--- config.mk ---
export PLATFORM = sky130hd
export DESIGN_NAME = sram_rd_streamer
export DESIGN_NICKNAME = d
export VERILOG_FILES = /design/src/rtl/acc_sram_pkg.sv /design/src/rtl/sync_fifo.sv /design/src/rtl/sram_rd_streamer.sv
export SDC_FILE = /design/constraint.sdc
export NUM_CORES = 1
export LEC_CHECK = 0
export ABC_AREA = 1
export BUFFER_PORTS_ARGS = -buffer_cell sky130_fd_sc_hd__clkbuf_2
export CORE_UTILIZATION = 50
export CTS_BUF_LIST = sky130_fd_sc_hd__clkbuf_8
export DETAILED_ROUTE_END_ITERATION = 10
export PLACE_DENSITY = 0.73
export SYNTH_ARGS = -nofsm -noshare
export SYNTH_HDL_FRONTEND = slang
export SYNTH_SLANG_ARGS = --single-unit
--- constraint.sdc ---
create_clock -name clk -period 4.3 [get_ports clk]
set_input_delay 0.215 -clock clk [delete_from_list [all_inputs] [get_ports clk]]
set_output_delay 0.215 -clock clk [all_outputs]
set_load 0.05 [all_outputs]
--- src/rtl/acc_sram_pkg.sv ---
// Shared definitions for the accelerator SRAM buffer path.
// Holds SRAM geometry defaults and the read-streamer state encoding.
package acc_sram_pkg;

    // Defaults matching the 4Kx64 sram_top macro wrapper.
    localparam int SRAM_DW = 64;
    localparam int SRAM_MW = SRAM_DW / 8;
    localparam int SRAM_AW = 12;

    typedef enum logic [1:0] {
        ST_IDLE  = 2'd0,
        ST_RUN   = 2'd1,
        ST_DRAIN = 2'd2
    } rd_state_e;

endpackage

--- src/rtl/sync_fifo.sv ---
// Single-clock DW x FD FIFO, shared by the read- and write-side stages.
// Ports: push/push_data in, pop in, pop_data = head (0 when empty),
// full, empty, count (occupancy). Push while full is taken only with a pop.
module sync_fifo #(
    parameter  int DW = 64,
    parameter  int FD = 4,
    localparam int PW = $clog2(FD),
    localparam int CW = $clog2(FD + 1)
) (
    input  logic          clk,
    input  logic          rst,
    input  logic          push,
    input  logic [DW-1:0] push_data,
    input  logic          pop,
    output logic [DW-1:0] pop_data,
    output logic          full,
    output logic          empty,
    output logic [CW-1:0] count
);

    logic [PW-1:0] wr_ptr_q, wr_ptr_d;
    logic [PW-1:0] rd_ptr_q, rd_ptr_d;
    logic [CW-1:0] count_q, count_d;
    logic [DW-1:0] mem_q [FD];
    logic          do_push;
    logic          do_pop;

    always_comb begin
        full    = (count_q == CW'(FD));
        empty   = (count_q == '0);
        count   = count_q;
        do_pop  = pop && !empty;
        // A full FIFO still accepts a push when the head leaves this cycle.
        do_push = push && (!full || do_pop);
        // Head is forced to 0 when empty so the output is clean after reset.
        pop_data = empty ? '0 : mem_q[rd_ptr_q];
    end

    always_comb begin
        wr_ptr_d = wr_ptr_q;
        rd_ptr_d = rd_ptr_q;
        count_d  = count_q;
        if (do_push) begin
            wr_ptr_d = wr_ptr_q + PW'(1);
        end
        if (do_pop) begin
            rd_ptr_d = rd_ptr_q + PW'(1);
        end
        count_d = count_q + CW'(do_push) - CW'(do_pop);
    end

    always_ff @(posedge clk or posedge rst) begin
        if (rst) begin
            wr_ptr_q <= '0;
            rd_ptr_q <= '0;
            count_q  <= '0;
        end else begin
            wr_ptr_q <= wr_ptr_d;
            rd_ptr_q <= rd_ptr_d;
            count_q  <= count_d;
        end
    end

    // Storage needs no reset: it is only observed through a non-empty head.
    always_ff @(posedge clk) begin
        if (do_push) begin
            mem_q[wr_ptr_q] <= push_data;
        end
    end

endmodule

--- src/rtl/sram_rd_streamer.sv ---
// Burst reader behind sram_top: issues single-word reads, absorbs the
// 1-cycle SRAM latency and streams words out through a small FIFO.
// Ports: start/base_addr/len command, busy/done status, sram_* macro
// interface (read-only), m_valid/m_ready/m_data output stream.
module sram_rd_streamer
    import acc_sram_pkg::*;
#(
    parameter int DW = SRAM_DW,
    parameter int MW = SRAM_MW,
    parameter int AW = SRAM_AW,
    parameter int FD = 4
) (
    input  logic          clk,
    input  logic          rst,
    input  logic          start,
    input  logic [AW-1:0] base_addr,
    input  logic [AW:0]   len,
    output logic          busy,
    output logic          done,
    output logic          sram_cs,
    output logic          sram_we,
    output logic [MW-1:0] sram_wem,
    output logic [AW-1:0] sram_addr,
    input  logic [DW-1:0] sram_dout,
    output logic          m_valid,
    input  logic          m_ready,
    output logic [DW-1:0] m_data
);

    localparam int CW = $clog2(FD + 1);

    rd_state_e     state_q, state_d;
    logic [AW-1:0] addr_q, addr_d;
    logic [AW:0]   len_q, len_d;
    logic [AW:0]   issued_q, issued_d;
    logic [AW:0]   popped_q, popped_d;
    logic          inflight_q, inflight_d;
    logic          done_q, done_d;

    logic          fifo_push;
    logic          fifo_full;
    logic          fifo_empty;
    logic [CW-1:0] fifo_count;
    logic          m_pop;
    logic [CW:0]   occ;
    logic          room;
    logic          can_issue;
    logic          last_issue;
    logic          last_pop;
    logic          start_ok;
    logic          start_zero;

    // Read data lands one cycle after the issue; push it unconditionally,
    // a slot was reserved when the read went out.
    assign fifo_push = inflight_q;

    sync_fifo #(
        .DW(DW),
        .FD(FD)
    ) u_fifo (
        .clk      (clk),
        .rst      (rst),
        .push     (fifo_push),
        .push_data(sram_dout),
        .pop      (m_pop),
        .pop_data (m_data),
        .full     (fifo_full),
        .empty    (fifo_empty),
        .count    (fifo_count)
    );

    // Issue / handshake status shared by the FSM and datapath.
    always_comb begin
        m_valid = !fifo_empty;
        m_pop   = m_valid && m_ready;
        // Occupancy counts words stored plus reads in flight; a pop this
        // cycle is also counted, which keeps the reservation conservative.
        occ = (CW+1)'(fifo_count)
            + (CW+1)'(inflight_q)
            + (CW+1)'(m_pop);
        room       = (occ < (CW+1)'(FD));
        can_issue  = (state_q == ST_RUN)
                  && (issued_q < len_q)
                  && room;
        last_issue = can_issue
                  && ((issued_q + (AW+1)'(1)) == len_q);
        last_pop   = m_pop
                  && ((popped_q + (AW+1)'(1)) == len_q);
        start_ok   = (state_q == ST_IDLE) && start
                  && (len != '0);
        start_zero = (state_q == ST_IDLE) && start
                  && (len == '0);
    end

    // FSM: state register.
    always_ff @(posedge clk or posedge rst) begin
        if (rst) begin
            state_q <= ST_IDLE;
        end else begin
            state_q <= state_d;
        end
    end

    // FSM: next state.
    always_comb begin
        state_d = state_q;
        unique case (state_q)
            ST_IDLE: begin
                if (start_ok) begin
                    state_d = ST_RUN;
                end
            end
            ST_RUN: begin
                if (last_issue) begin
                    state_d = ST_DRAIN;
                end
            end
            ST_DRAIN: begin
                if (last_pop) begin
                    state_d = ST_IDLE;
                end
            end
            default: state_d = ST_IDLE;
        endcase
    end

    // FSM: outputs.
    always_comb begin
        busy      = (state_q != ST_IDLE);
        done      = done_q;
        sram_cs   = can_issue;
        sram_we   = 1'b0;
        sram_wem  = '0;
        sram_addr = addr_q;
    end

    // Datapath next values.
    always_comb begin
        addr_d     = addr_q;
        len_d      = len_q;
        issued_d   = issued_q;
        popped_d   = popped_q;
        inflight_d = can_issue;
        done_d     = 1'b0;
        if (start_ok) begin
            addr_d   = base_addr;
            len_d    = len;
            issued_d = '0;
            popped_d = '0;
        end
        if (start_zero) begin
            done_d = 1'b1;
        end
        if (can_issue) begin
            // AW-bit add wraps 4095 -> 0 on its own.
            addr_d   = addr_q + AW'(1);
            issued_d = issued_q + (AW+1)'(1);
        end
        if (m_pop && (state_q != ST_IDLE)) begin
            popped_d = popped_q + (AW+1)'(1);
        end
        if ((state_q == ST_DRAIN) && last_pop) begin
            done_d = 1'b1;
        end
    end

    always_ff @(posedge clk or posedge rst) begin
        if (rst) begin
            addr_q     <= '0;
            len_q      <= '0;
            issued_q   <= '0;
            popped_q   <= '0;
            inflight_q <= 1'b0;
            done_q     <= 1'b0;
        end else begin
            addr_q     <= addr_d;
            len_q      <= len_d;
            issued_q   <= issued_d;
            popped_q   <= popped_d;
            inflight_q <= inflight_d;
            done_q     <= done_d;
        end
    end

endmodule

; ---- After elaboration in Yosys (flattened, before gate mapping)
; Memories as Yosys holds them, arrays and structs flattened.
; Cells that the tools add are included.
[op_classes]
add_sub_neg = 9
n_lt_le_gt_ge = 2
eq_ne = 8
n_mux = 14
reduce_logical = 23
[op_table]
columns = operator, count
row1 = $mux W64, 1
row2 = $mux W13, 3
row3 = $add A13 B1 Y13 const B, 2
row4 = $eq A13 B13 Y1, 2
row5 = $mux W12, 2
row6 = $logic_not A13 Y1, 1
row7 = $lt A13 B13 Y1, 1
row8 = $reduce_bool A13 Y1, 1
row9 = $add A12 B1 Y12 const B, 1
row10 = $logic_and A1 B1 Y1, 12
row11 = $mux W2, 3
row12 = $ne A2 B2 Y1 const B, 3
row13 = $pmux W2 S3, 1
row14 = $reduce_bool A2 Y1, 3
row15 = $add A2 B1 Y2 const B, 2
row16 = $add A3 B1 Y4, 1
row17 = $add A4 B1 Y4, 1
row18 = $lt A4 B3 Y1 const B, 1
row19 = $mux W1, 4
row20 = $add A3 B1 Y3, 1
row21 = $eq A3 B3 Y1 const B, 1
row22 = $logic_not A3 Y1, 1
row23 = $reduce_and A3 Y1, 1
row24 = $sub A3 B1 Y3, 1
row25 = other kinds (5), 6
[totals]
regBits = 62
ramBits = 256
inputBits = 93
out_inout_bits = 89
elab_cells = 67
memories = 1
[mem_list]
columns = memory, depth, word_bits, read_ports, rd_clocked_by_memory_dff, write_ports, line
row1 = u_fifo.mem_q, 4, 64, 1, 0, 1, sync_fifo.sv:24  ; logic [DW-1:0] mem_q [FD];

; ---- Logic depth before layout (Yosys ltp)
[logic_depth]
depth_word = 9
depth_mapped = 14
ltp_nobuf = 14

; ---- Cells and area by module
; From an unflattened synthesis, not the netlist that was laid out.
[hier_totals]
hier_cells = 1602
hier_area_um2 = 15119.5
[by_module_without_submodules]
columns = module, instances, cells_per_inst, area_each_um2, seq_area_each_um2
row1 = sync_fifo, 1, 1065, 11294.6, 7862.5
row2 = sram_rd_streamer, 1, 537, 3824.9, 1376.3

; ---- Worst setup path after synthesis
; Ideal clock, no wire load.
[synth_timing]
kind = register -> register
start = reg u_fifo.count_q[1] (netlist: u_fifo.count[1])
end = mem u_fifo.mem_q[0][0] (enable)
setup_time_ns = 0.486
arrival_time_ns = 3.588
t_required_ns = 3.814
path_slack_ns = 0.226
stages_incl_launch_ff = 5
n_path_buf = 0
period_less_slack_ns = 4.074
path_cell_list = dfrtp_1 -> nor2_1 -> a31oi_1 -> inv_1 -> nor2_1
[synth_via]
elab_chain_len = 8
word_cells_on_any_way = 10
classes_between = eq/ne: 1 / mux: 2 / reduce/logical: 7
[synth_lines]
columns = element, line
row1 = "start, declared", sync_fifo.sv:23  ; logic [CW-1:0] count_q, count_d;
row2 = "start signal, assigned", sync_fifo.sv:60  ; count_q <= count_d;
row3 = $logic_not A3 Y1, sync_fifo.sv:30  ; empty = (count_q == '0);
row4 = $logic_not A1 Y1, "sync_fifo.sv:32, sram_rd_streamer.sv:74"
row5 = $logic_and A1 B1 Y1, sram_rd_streamer.sv:75  ; m_pop = m_valid && m_ready;
row6 = $logic_and A1 B1 Y1, sync_fifo.sv:32  ; do_pop = pop && !empty;
row7 = $logic_or A1 B1 Y1 (*), sync_fifo.sv:34  ; do_push = push && (!full || do_pop);
row8 = $logic_and A1 B1 Y1 (*), sync_fifo.sv:34
row9 = via u_fifo.do_push, sync_fifo.sv:25  ; logic do_push;
row10 = $mux W1 (*), sync_fifo.sv:66  ; if (do_push) begin
row11 = $mux W1 (implied by the code) (*), sync_fifo.sv:67  ; mem_q[wr_ptr_q] <= push_data;
row12 = "end, declared", sync_fifo.sv:24
; The timed path passes the listed nets; every way through them passes the cells marked *.

; ---- Worst setup path in the final report
[layout_timing]
start = reg u_fifo.count_q[1] (netlist: u_fifo.count[1])
end = out sram_cs
[layout_via]
elab_chain_len = 6
word_cells_on_any_way = 7
classes_between = add/sub: 2 / order compare: 1 / reduce/logical: 4
[layout_lines]
columns = element, line
row1 = "parallel branches: the longest is 3 deep, another holds $add A3 B1 Y4", -
row2 = $add A4 B1 Y4 (*), sram_rd_streamer.sv:80  ; + (CW+1)'(m_pop);
row3 = $lt A4 B3 Y1 (*), sram_rd_streamer.sv:81  ; room = (occ < (CW+1)'(FD));
row4 = $logic_and A1 B1 Y1 (*), sram_rd_streamer.sv:84  ; && room;
row5 = "end, declared", sram_rd_streamer.sv:20  ; output logic sram_cs,
; Mark *: on every way between the ends.

==> results.md <==
* Final Hold Vio Count at 0
* Least-Margin Pin Slew at 1190 ps
* Mapped Cells at 1,331
* Htree depth at 2
* Initial Util at 0.515
* Layout cell share with drive strength beyond 1 at 0.177
* First-pass GRT wire length at 53,300 um
* Startpoint Class: flop
* Count leader, synth: nor2_1
* Setup crit end kind: primary output
* DPL Wire Length at 19,100 um
* Synthesized area at 14,000 um2
* Synth area leader: edfxtp_1
* Number of port buffers at 172
* Number of core rows at 60
* TritonCTS Buffers at 53
* Worst Hold Class: in -> reg
* Placer Congestion at 0.877
* Total GRT Usage at 0.236
* Post-synth top flop: edfxtp_1
* Die area at 28,700 um2
* Seq cells post-synth at 318
* Tcrit/Tclk final at 0.859
* DR vias at 10,800
* CP Data Arrival Time at 3480 ps
* Area delta synth->final at 22.3%
* Post-synth cell types at 37
* Post-Layout Inst Area at 17,200 um2
* Post-synth EDFFs at 256
* Clk_lat worst skew at 590 ps
* Seq/Total Area, Yosys at 0.659
* Rel. slew slack at 0.204
* NumNets Final at 1,725
* CTS root buffer: clkbuf_8
* Share of the synthesized area in the top cell type at 0.548
* Initial drt markers at 903
* Status: complete, no violations
* Clock-pin transition on the worst setup and hold timing paths at 60 ps
* Drt total wl at 33,500 um
* Top cells by count, synth: nor2_1 (298), edfxtp_1 (256), nand2_1 (167)
* Setup Total Neg Slack at 0 ps
* Achievable frequency at 271 MHz
* Top cells by area, synth: edfxtp_1 (55%), dfrtp_1 (11%), nor2_1 (8.0%), o21ai_0 (5.8%), nand2_1 (4.5%)
* Vias/cell at 5.32
* Count of max-cap constraint violations at 0
* Largest net degree at the start of global routing at 109
* Core area at 27,300 um2
* Max Fanout on Critical Path at 27
* First-pass DRT Iterations at 5
* DR WL/cell at 16.6 um
* PwrDens at 810 nW/um2
* Slew Limit Fails at 0
* Final setup violation count at 0
* CTS max path bufs at 3
* Fraction of registers with async set/reset at 0.195
* Worst vdd ir at 630 uV
* Die Ht at 170 um
* Area after DPL at 15,200 um2
* RSZ-0062 raised after global routing: false
* Avg Cell Area, Syn at 10.5 um2
* Synthesis Warnings at 0
* Skew final at 18.4 ps
* Setup CP Type: reg -> out
* Vias in the first global route at 10,800
* Initial antenna violation count at 2
* Lkg Pwr at 6.97 nW
* CTS tree: built
* ANT nets after route at 0
* Top-level port count at 182
* Die Span X at 170 um
* CTS sink cnt at 318
* GRT overflow at 0
* DRC viols at 0
* CP Data Required Time at 4090 ps
* Minimum clock period at 3690 ps
[where the power goes]
| group | total, mW | switching, mW | leakage [nW] | internal, mW |
|---|---|---|---|---|
| Combinational | 6.88 | 5.21 | 3.26 | 1.66 |
| Clock | 2.49 | 1.22 | 0.584 | 1.27 |
| Sequential | 4.52 | 0.400 | 3.12 | 4.12 |
[kinds of logic (layout without fill, tap and decap cells)]
family | after synthesis | count (layout) | synth area share
XOR/XNOR | 20 | 20 | 0.0154
AO/OA/AOI/OAI | 268 | 268 | 0.0991
other | 1 | 11 | 0.000267
flip-flops | 318 | 318 | 0.659
AND/OR/NAND/NOR | 549 | 549 | 0.160
adder cells (fa/ha/maj) | 25 | 25 | 0.0228
buffers and inverters | 150 | 462 | 0.0440
[what timing repair did]
| item | in CTS | in global routing |
|---|---|---|
| buffers inserted | 0 | 0 |
| hold buffers | 92 | 0 |
| endpoints found under the hold margin | 308 | 0 |
| resized for setup | 0 | 0 |
[area by class of cell]
| type | instances | area [um2] |
|---|---|---|
| flip-flops and latches | 318 | 9240 |
| fillers | 2137 | 10100 |
| diodes | 2 | 5.00 |
| inverters | 87 | 327 |
| repair buffers | 276 | 1880 |
| multi-input cells | 871 | 4230 |
| clock buffers | 59 | 812 |
| clock inverters | 40 | 190 |
| well taps | 372 | 465 |
[through the flow]
step | worst slack (ps) | utilization | cells | power (mW) | hold slack, ps
floorplan | 226 | - | 1339 | 9.64 | 314
global placement | 1380 | 0.559 | 1832 | 11.2 | 304
detailed placement | 1180 | 0.559 | 1832 | 11.4 | 307
CTS | 608 | 0.630 | 2023 | 13.9 | 35.0
global route | 391 | 0.630 | 2025 | 14.8 | 67.8
finish | 607 | 0.630 | 2025 | 13.9 | 63.4
[worst max-delay path: stages (launching register included)]
cell	delay, ps
dfrtp_1	440
nor2_1	170
nand2_1	130
nand2_1	140
inv_1	140
ha_1	310
o21bai_1	190
nand2_1	90
xor2_1	140
nor2_1	130
nand2_2	330
inv_2	350
clkbuf_2	330
[worst paths after layout]
check / start / to / slack [ps] / cells past startpoint
setup / recovery: u_fifo.count[1] / sram_cs / 610 / 12
max in group asynchronous: rst / u_fifo.rd_ptr_q[0] / 3080 / 4
hold / removal: m_ready / u_fifo.rd_ptr_q[0] / 60 / 4
setup reg to reg: u_fifo.count[1] / sram_addr[7] / 1130 / 14
hold reg to reg: len_q[1] / len_q[1] / 490 / 2
min in group asynchronous: rst / sram_addr[11] / 250 / 3
[state kept, by name, summed over array words and instances (netlist names)]
name / flops
popped_q: 13
u_fifo.count: 3
state_q: 2
u_fifo.rd_ptr_q: 2
done: 1
sram_addr: 12
issued_q: 13
u_fifo.mem_q: 256
fifo_push: 1
len_q: 13
u_fifo.wr_ptr_q: 2
[cells in the final DEF, fill, tap and decap left out, types with 8 or more instances in the layout]
cell type / synthesis / routed
edfxtp_1: 256 / 256
nor2_2: 9 / 9
buf_4: 9 / 11
clkinv_1: 0 / 8
ha_1: 24 / 24
o22ai_1: 18 / 18
nand3_1: 43 / 43
inv_1: 81 / 100
nand4_1: 11 / 11
clkbuf_2: 0 / 172
o21ai_0: 162 / 162
dfrtp_1: 62 / 60
o21ai_1: 8 / 8
dlygate4sd3_1: 0 / 92
clkbuf_8: 0 / 59
nand2_1: 167 / 167
conb_1: 1 / 9
a21oi_1: 70 / 70
nor2_1: 298 / 294
xor2_1: 16 / 16
[layer usage]
layer  routed length, um  part of all wire  global-route usage  vias to the layer above
met5                   0                 0                   0                        -
met4                 951             0.028               0.102                        0
met3                2560             0.076              0.0546                       89
met2               16600              0.50               0.417                      414
met1               13400              0.40               0.276                     5159
li1                    -                 -                   -                     5106
(Power assumes the default switching activity.)
